## src/rtl/ad9653_bitslip_align_pkg.sv

```systemverilog
// Shared constants and helpers for the AD9653 bitslip alignment sequencer.
//   BYTE_W  : deserialized bits per LVDS lane
//   SLIP_W  : width of each per-lane slip counter field in slip_count
//   sat_inc : saturating increment used by the slip counters
package ad9653_bitslip_align_pkg;
  localparam int BYTE_W = 8;
  localparam int SLIP_W = 4;

  function automatic logic [SLIP_W-1:0] sat_inc(input logic [SLIP_W-1:0] v,
                                                input logic [SLIP_W-1:0] lim);
    return (v >= lim) ? v : v + 1'b1;
  endfunction
endpackage

```

## src/rtl/ad9653_bitslip_align_lane_check.sv

```systemverilog
// align_lane_check: picks the byte of the lane under test, compares it to
// PATTERN and keeps a saturating count of consecutive matching cycles.
//   clk, reset : clk_div clock, synchronous active-high reset
//   lane       : index of the lane under test
//   dout       : all deserialized lane bytes, lane i at dout[8*i+7:8*i]
//   en         : high while the sequencer is checking; low clears the run
//   match      : selected byte equals PATTERN this cycle
//   reached    : this cycle's match completes CHECK_LEN consecutive matches
module align_lane_check
  import ad9653_bitslip_align_pkg::*;
#(
  parameter int          DWIDTH    = 8,
  parameter logic [7:0]  PATTERN   = 8'h1D,
  parameter int          CHECK_LEN = 16,
  localparam int         LW        = (DWIDTH > 1) ? $clog2(DWIDTH) : 1
) (
  input  logic                     clk,
  input  logic                     reset,
  input  logic [LW-1:0]            lane,
  input  logic [BYTE_W*DWIDTH-1:0] dout,
  input  logic                     en,
  output logic                     match,
  output logic                     reached
);
  localparam int RW = $clog2(CHECK_LEN + 1);

  logic [DWIDTH-1:0][BYTE_W-1:0] lanes;
  logic [RW-1:0]                 run_cnt;

  assign lanes   = dout;
  assign match   = (lanes[lane] == PATTERN);
  assign reached = match && (run_cnt == RW'(CHECK_LEN - 1));

  // Any mismatch restarts the run; leaving the check window clears it so
  // every check window starts from zero.
  always_ff @(posedge clk) begin
    if (reset || !en)
      run_cnt <= '0;
    else if (!match)
      run_cnt <= '0;
    else if (run_cnt != RW'(CHECK_LEN))
      run_cnt <= run_cnt + 1'b1;
  end
endmodule

```

## src/rtl/ad9653_bitslip_align.sv

```systemverilog
// ad9653_bitslip_align: walks the AD9653 ISERDES lanes one at a time while the
// ADC sends a fixed test pattern, slipping each lane until its byte matches
// PATTERN for CHECK_LEN consecutive cycles or MAX_SLIP slips are spent.
//   clk, reset : clk_div clock, synchronous active-high reset
//   start      : one-cycle request, accepted only when idle
//   lane_mask  : lanes to align, latched on accepted start
//   dout       : deserialized lane bytes, lane i at dout[8*i+7:8*i]
//   bitslip    : per-lane bitslip level, one-hot or zero, high only in SLIP
//   busy       : pass in progress
//   done       : one-cycle pulse at the end of a pass
//   lane_ok    : lanes aligned in the last pass
//   slip_count : 4-bit slips issued per lane in the last pass
//   fail       : some masked lane ran out of slips in the last pass
module ad9653_bitslip_align
  import ad9653_bitslip_align_pkg::*;
#(
  parameter int         DWIDTH    = 8,
  parameter logic [7:0] PATTERN   = 8'h1D,
  parameter int         CHECK_LEN = 16,
  parameter int         SETTLE    = 8,
  parameter int         PULSE_LEN = 2,
  parameter int         MAX_SLIP  = 8
) (
  input  logic                  clk,
  input  logic                  reset,
  input  logic                  start,
  input  logic [DWIDTH-1:0]     lane_mask,
  input  logic [8*DWIDTH-1:0]   dout,
  output logic [DWIDTH-1:0]     bitslip,
  output logic                  busy,
  output logic                  done,
  output logic [DWIDTH-1:0]     lane_ok,
  output logic [4*DWIDTH-1:0]   slip_count,
  output logic                  fail
);
  localparam int LW   = (DWIDTH > 1) ? $clog2(DWIDTH) : 1;
  localparam int TMAX = (SETTLE > PULSE_LEN) ? SETTLE : PULSE_LEN;
  localparam int TW   = $clog2(TMAX);

  typedef enum logic [2:0] {
    S_IDLE, S_SEL, S_SETTLE, S_CHECK, S_SLIP, S_NEXT, S_FIN
  } state_t;

  state_t                         state, state_nxt;
  logic [LW-1:0]                  lane;
  logic [DWIDTH-1:0]              mask;
  logic [TW-1:0]                  timer;
  logic [SLIP_W-1:0]              slips;
  logic [DWIDTH-1:0][SLIP_W-1:0]  slip_q;
  logic                           match, reached;

  assign slip_count = slip_q;

  align_lane_check #(
    .DWIDTH    (DWIDTH),
    .PATTERN   (PATTERN),
    .CHECK_LEN (CHECK_LEN)
  ) u_check (
    .clk     (clk),
    .reset   (reset),
    .lane    (lane),
    .dout    (dout),
    .en      (state == S_CHECK),
    .match   (match),
    .reached (reached)
  );

  always_comb begin
    state_nxt = state;
    bitslip   = '0;
    busy      = 1'b0;
    done      = 1'b0;
    case (state)
      S_IDLE:   if (start) state_nxt = S_SEL;
      S_SEL: begin
        busy      = 1'b1;
        state_nxt = mask[lane] ? S_SETTLE : S_NEXT;
      end
      S_SETTLE: begin
        busy = 1'b1;
        if (timer == TW'(SETTLE - 1)) state_nxt = S_CHECK;
      end
      S_CHECK: begin
        busy = 1'b1;
        if (!match)
          state_nxt = (slips == SLIP_W'(MAX_SLIP)) ? S_NEXT : S_SLIP;
        else if (reached)
          state_nxt = S_NEXT;
      end
      S_SLIP: begin
        busy          = 1'b1;
        bitslip[lane] = 1'b1;
        if (timer == TW'(PULSE_LEN - 1)) state_nxt = S_SETTLE;
      end
      S_NEXT: begin
        busy      = 1'b1;
        state_nxt = (lane == LW'(DWIDTH - 1)) ? S_FIN : S_SEL;
      end
      S_FIN: begin
        done      = 1'b1;
        state_nxt = S_IDLE;
      end
      default: state_nxt = S_IDLE;
    endcase
  end

  always_ff @(posedge clk) begin
    if (reset) begin
      state   <= S_IDLE;
      lane    <= '0;
      mask    <= '0;
      timer   <= '0;
      slips   <= '0;
      lane_ok <= '0;
      slip_q  <= '0;
      fail    <= 1'b0;
    end else begin
      state <= state_nxt;
      // Timer only runs inside SETTLE/SLIP and restarts on every state change.
      if (state_nxt != state || !(state == S_SETTLE || state == S_SLIP))
        timer <= '0;
      else
        timer <= timer + 1'b1;

      case (state)
        S_IDLE: if (start) begin
          mask    <= lane_mask;
          lane    <= '0;
          lane_ok <= '0;
          slip_q  <= '0;
          fail    <= 1'b0;
        end
        S_SEL: slips <= '0;
        S_CHECK: begin
          if (!match) begin
            if (slips == SLIP_W'(MAX_SLIP)) begin
              fail <= 1'b1;
            end else begin
              // Counted on the way into SLIP.
              slips        <= sat_inc(slips, SLIP_W'(MAX_SLIP));
              slip_q[lane] <= sat_inc(slips, SLIP_W'(MAX_SLIP));
            end
          end else if (reached) begin
            lane_ok[lane] <= 1'b1;
          end
        end
        S_NEXT: if (lane != LW'(DWIDTH - 1)) lane <= lane + 1'b1;
        default: ;
      endcase
    end
  end
endmodule

```

## config.mk

```make
export PLATFORM = sky130hd
export DESIGN_NAME = ad9653_bitslip_align
export DESIGN_NICKNAME = d
export VERILOG_FILES = /design/src/rtl/ad9653_bitslip_align_pkg.sv /design/src/rtl/ad9653_bitslip_align_lane_check.sv /design/src/rtl/ad9653_bitslip_align.sv
export SDC_FILE = /design/constraint.sdc
export NUM_CORES = 1
export LEC_CHECK = 0
export BUFFER_PORTS_ARGS = -buffer_cell sky130_fd_sc_hd__buf_4
export CAP_MARGIN = 15
export CORE_MARGIN = 4
export CORE_UTILIZATION = 42
export CTS_CLUSTER_SIZE = 12
export DETAILED_ROUTE_END_ITERATION = 6
export PLACE_DENSITY_LB_ADDON = 0.08
export SKIP_LAST_GASP = 1
export SYNTH_ARGS = -nofsm -noshare
export SYNTH_HDL_FRONTEND = slang
export SYNTH_HIERARCHICAL = 1
export SYNTH_SLANG_ARGS = --single-unit
export TNS_END_PERCENT = 1
```

## constraint.sdc

```tcl
create_clock -name clk -period 6.73 [get_ports clk]
set_input_delay 1.346 -clock clk [delete_from_list [all_inputs] [get_ports clk]]
set_output_delay 1.346 -clock clk [all_outputs]
set_load 0.01 [all_outputs]
```

Word level (Yosys, flattened, before mapping) --
Cells that the tools add are included.
Operators by class: $lt $le $gt $ge 3, reductions and logical operators 20, bitwise gates (word level) 2, muxes and demuxes 40, equal/unequal tests 22, $add $sub $neg 4
Operator list (count):
- 32-bit 2-to-1 mux | 3
- 32-bit case mux with 2 select lines | 1
- 8-bit 2-to-1 mux | 5
- 32-bit bitwise mux | 1
- 3-bit 2-to-1 mux | 9
- 8-bit binary-select mux with 3-bit select | 1
- 3-bit case mux with 6 select lines | 1
- 4-bit 2-to-1 mux | 4
- 8-bit case mux with 2 select lines | 1
- 3-bit equality test (second input constant) | 5
- 2-bit != test (second input constant) | 7
- 4-bit demux with 3-bit select | 1
- 4-bit AND reduction | 3
- 8-bit by 5-bit equality test with 1-bit output (second input constant) | 1
- 1-bit 2-to-1 mux | 8
- 8-bit OR | 1
- 4-bit case mux with 2 select lines | 1
- 3-bit by 1-bit adder with 3-bit output (second input constant) | 2
- 3-bit by 1-bit equality test with 1-bit output (second input constant) | 2
- 3-bit by 2-bit equality test with 1-bit output (second input constant) | 2
- 3-bit case mux with 2 select lines | 1
- 3-bit AND reduction | 2
- 2-bit nonzero test | 3
- 5-bit by 1-bit adder with 5-bit output (second input constant) | 1
- 20 further kinds | 25
Word-level totals: input port bits 75, register bits after elaboration 67, logic and storage cells 107, output and inout port bits 51

Depth between registers and ports, before layout --
depth after elaboration 10, gate-level depth with buffers 10

By module --
Netlist, hierarchy kept.
Modules (own cells, without submodules):
- ad9653_bitslip_align | cells each 324, instances 1, seq. area each 1241.2 um^2, area an instance 2872.8 um^2
- align_lane_check | cells each 55, instances 1, seq. area each 100.1 um^2, area an instance 505.5 um^2

Worst setup path before layout --
OpenSTA, ideal clock, no wires.
path kind input -> register, from input dout[32], to register slip_q (netlist bit slip_count[11]), slack 3.427 ns, arrival time 3.244 ns, stages on the path 8, path buffers 1, path through nor4bb_1 > a221o_1 > a21oi_2 > inv_1 > nand4bb_1 > clkbuf_1 > nor4_2 > a22o_1
On the way: longest elaborated chain between the ends 5
Ends and longest elaborated chain:
- start, declared | line ad9653_bitslip_align.sv:28 | input logic [8*DWIDTH-1:0] dout,
- 8-bit binary-select mux with 3-bit select | line ad9653_bitslip_align_lane_check.sv:31 | assign match = (lanes[lane] == PATTERN);
- 8-bit 2-to-1 mux (implied by the code) | line ad9653_bitslip_align_lane_check.sv:31
- 8-bit by 5-bit equality test with 1-bit output | line ad9653_bitslip_align_lane_check.sv:31
- named net match | line ad9653_bitslip_align.sv:50 | logic match, reached;
- 2-bit != test (no source line)
- 4-bit AND reduction (no source line)
- end signal, assigned by index | line ad9653_bitslip_align.sv:141 | slip_q[lane] <= sat_inc(slips, SLIP_W'(MAX_SLIP));
- end, declared | line ad9653_bitslip_align.sv:49 | logic [DWIDTH-1:0][SLIP_W-1:0] slip_q;
The timed path passes the listed nets, and every way through them passes these cells. The select of a mux whose other input is x is not followed. A chain may end at the register's enable or synchronous reset.

Worst setup path after layout --
from input dout[8], to register slip_q (netlist bit slip_count[15])
The elaborated chain is that of the path after synthesis.

==> flow_summary.rst <==
.. list-table::
   :header-rows: 1

   * - Metric
     - Value
   * - Routing usage on met1
     - 0.266
   * - Number of synthesized register bits
     - between 60 and 70
   * - Status
     - finished clean
   * - CTS Hold Buffers Added
     - 0
   * - Total global routing overflow
     - 0
   * - Routability-driven placement congestion ratio
     - around 0.94
   * - Max rail drop VDD
     - approximately 130 uV
   * - Most instantiated cells after synthesis
     - dfxtp_1, a21oi_1, nand2_1, nor2_1, a22o_1
   * - Total power per unit cell area
     - ~230 mW/mm^2
   * - Mapped Area
     - between 0.003 and 0.004 sq mm
   * - Height of the die
     - just under 100 microns
   * - Routed Wire Length
     - 10200 microns
   * - Antenna Cells
     - 0
   * - Critical Path Source
     - dout[8]
   * - Cell types occupying the most area after synthesis
     - dfxtp_1, a21oi_1, a22o_1, ha_1, nand2_1
   * - Number of enable flip-flop cells after synthesis
     - 0
   * - Max-capacitance violation count
     - 0
   * - Horizontal extent of the die
     - roughly 98 microns
   * - Number of buffers added by the clock tree synthesis step
     - 9
   * - Synth unique cells
     - 56
   * - Clock root cell
     - clkbuf_8
   * - Post_cts resized
     - 0
   * - Met3 Usage GRT
     - 0.0704
   * - Crit. End Element
     - register
   * - CTS Buffer Depth
     - 2
   * - Global-route wire length before repair
     - between 15000 and 20000 microns
   * - Post-placement cell area
     - around 0.0044 sq mm
   * - Core Region
     - about 0.0078 sq mm
   * - Global routing's busiest layer
     - met2
   * - Avg Synthesized Cell Area
     - 8.91 sq um
   * - Yosys synthesis warning count
     - 6
   * - Startpoint of the tightest hold check path
     - mask[7]
   * - Total negative slack
     - 0 ns
   * - Main flop type after synthesis
     - dfxtp_1
   * - Largest area contributor in the netlist
     - dfxtp_1
   * - Via-per-instance ratio
     - roughly 5.6
   * - Number of antenna violations at the first check in global routing
     - 0
   * - Max_slew headroom
     - 0.458
   * - Reg2Reg Capture Point
     - slip_count[15]
   * - Final hold violations
     - 0
   * - Number of port buffers
     - approximately 130
   * - Detailed router's first-iteration violation count
     - 187
   * - Synth async-reset ratio
     - 0
   * - Final worst-path cycle share
     - 0.546
   * - Final critical-path required period
     - about 3.7 ns
   * - Worst path cell trace
     - buf_4 > and3b_1 > a41oi_1 > a22oi_1 > a21oi_2 > inv_1 > nand4bb_1 > nor4_2 > a22o_1
   * - Grt met2 use
     - 0.341
   * - Number of filler instances in the final layout
     - ~700
   * - Internal reg-to-reg setup slack
     - roughly 3.5 ns
   * - Data arrival, critical path
     - roughly 4.0 ns
   * - Worst R2R Path Depth
     - 9
   * - Residual DRC
     - 0
   * - Vias in the first global route
     - 3173
   * - Post-CTS clock slew at the launch and capture registers of the worst setup and hold paths
     - 0.08 ns
   * - CTS tree
     - built
   * - Final count of negative-setup-slack endpoints
     - 0
   * - Routed wire length per instance
     - between 15 and 20 microns
   * - Setup repair after global routing missed its margin
     - no
   * - Routed via count
     - about 3400
   * - Row count
     - 32
   * - H-Tree Level Count
     - 3
   * - Area added between synthesis and finish
     - 35.6%
   * - I/O Pins
     - between 100 and 150
   * - Cells after Synth
     - about 380
   * - Hold Path Sink
     - mask[7]
   * - Post-DP HPWL
     - ~7500 microns
   * - Stage delay of the slowest cell on the critical path
     - about 0.82 ns
   * - Tightest Pin Transition
     - around 0.8 ns
   * - Total Die Area
     - 0.00954 sq mm
   * - CTS sink cnt
     - 67
   * - Max Fanout on Critical Path
     - 9
   * - Leakage power total
     - approximately 1.9 nW
   * - Final Max Slew Viols
     - 0
   * - Effective utilization at floorplan
     - 0.435
   * - Drt pass-1 iters
     - 4
   * - Count of cells along the worst hold path
     - 2
   * - Post-synth top area share
     - 0.397
   * - Non-Filler Cell Area, Final
     - 0.00458 sq mm
   * - Sequential share of the synthesized area
     - 0.397
   * - Number of nets with antenna violations after routing
     - 0
   * - Required @ worst endpoint
     - ~7 ns
   * - Startpoint kind of the worst setup timing path
     - input port
   * - Slowest-stage cell, CP
     - nor4_2
   * - Fraction of layout instances using a drive strength above 1
     - 0.334
   * - Maximum number of pins on one net before global-route repair
     - 42
   * - Highest clock rate
     - roughly 270 MHz
   * - Clock skew
     - 0.0120 ns
   * - Startpoint of the lowest-slack register-to-register path
     - lane[1]
   * - Critical path start-end classification
     - in2reg
   * - Final net count
     - between 500 and 600
   * - Worst hold path class
     - reg2reg
   * - Clock insertion delay at the later pin of the skew report
     - between 0.3 and 0.4 ns
   * - Dominant cell by count in the synthesized netlist
     - dfxtp_1
   * - Postcts setup bufs
     - 0
   * - Post-Synthesis Net Count
     - 464
   * - Overall routing resource usage
     - 0.212
## cell families after synthesis
family	synth area share
mux	0.0181
fa+ha+maj	0.0370
simple gates	0.263
flops	0.397
compound gates	0.224
xor+xnor	0.0104
buf+inv	0.0496
## power breakdown
group / total, mW / internal [mW] / switching [mW]
clock network: 0.369 / 0.209 / 0.160
logic: 0.234 / 0.100 / 0.134
registers: 0.446 / 0.415 / 0.0310
## metal layers
layer | vias up | share of wire
li1 | 1633 | -
met1 | 1591 | 0.43
met2 | 138 | 0.48
met3 | 12 | 0.079
met4 | 0 | 0.014
met5 | - | 0
## registers in the layout, indices dropped and copies added, names as in the netlist
register         count
fail                 1
slips                4
slip_count          32
state                3
timer                3
mask                 8
lane_ok              8
u_check/run_cnt      5
lane                 3
## stage by stage
stage / instances / util / total power [mW] / hold slack, ns / setup slack (ns)
detailed placement: 586 / 0.562 / 0.689 / 0.448 / 2.69
global placement: 586 / 0.562 / 0.685 / 0.434 / 2.80
floorplan: 379 / - / 0.609 / 0.421 / 3.43
CTS: 602 / 0.590 / 1.05 / 0.458 / 3.06
finish: 602 / 0.590 / 1.05 / 0.455 / 3.05
global route: 602 / 0.590 / 1.11 / 0.473 / 2.87
## layout make-up
class | instances | area (sq um) | share of cell area
sequential | 67 | 1340 | 0.293
clock inverter | 6 | 90.1 | 0.0197
tap | 102 | 128 | 0.0279
clock buffer | 10 | 128 | 0.0279
multi-input combinational | 272 | 1870 | 0.408
timing repair buffer | 128 | 961 | 0.210
inverter | 17 | 63.8 | 0.0139
## worst max path at each step
stage / end / cells past startpoint
after floorplan: slip_count[11] / 8
after global placement: slip_count[19] / 9
after detailed placement: slip_count[15] / 9
after CTS: slip_count[15] / 9
after global routing: slip_count[7] / 9
final: slip_count[15] / 9
## placed cells by master (no fill, tap or decap), drive strengths merged, types with 9 or more instances in the layout
cell type  count
a21oi         37
a22o          18
buf          128
clkbuf        10
dfxtp         67
ha            10
inv           17
nand2         32
nand3         15
nor2          30
nor3           9
o21ai         12
o2bb2ai       18
## worst max-delay path, delay by kind of cell
family / cells / cell delay, ns
buffers and inverters: 2 / 0.25
and+or+nand+nor: 3 / 1.43
AOI/OAI and AO/OA: 4 / 0.94
(Power assumes the default switching activity.)
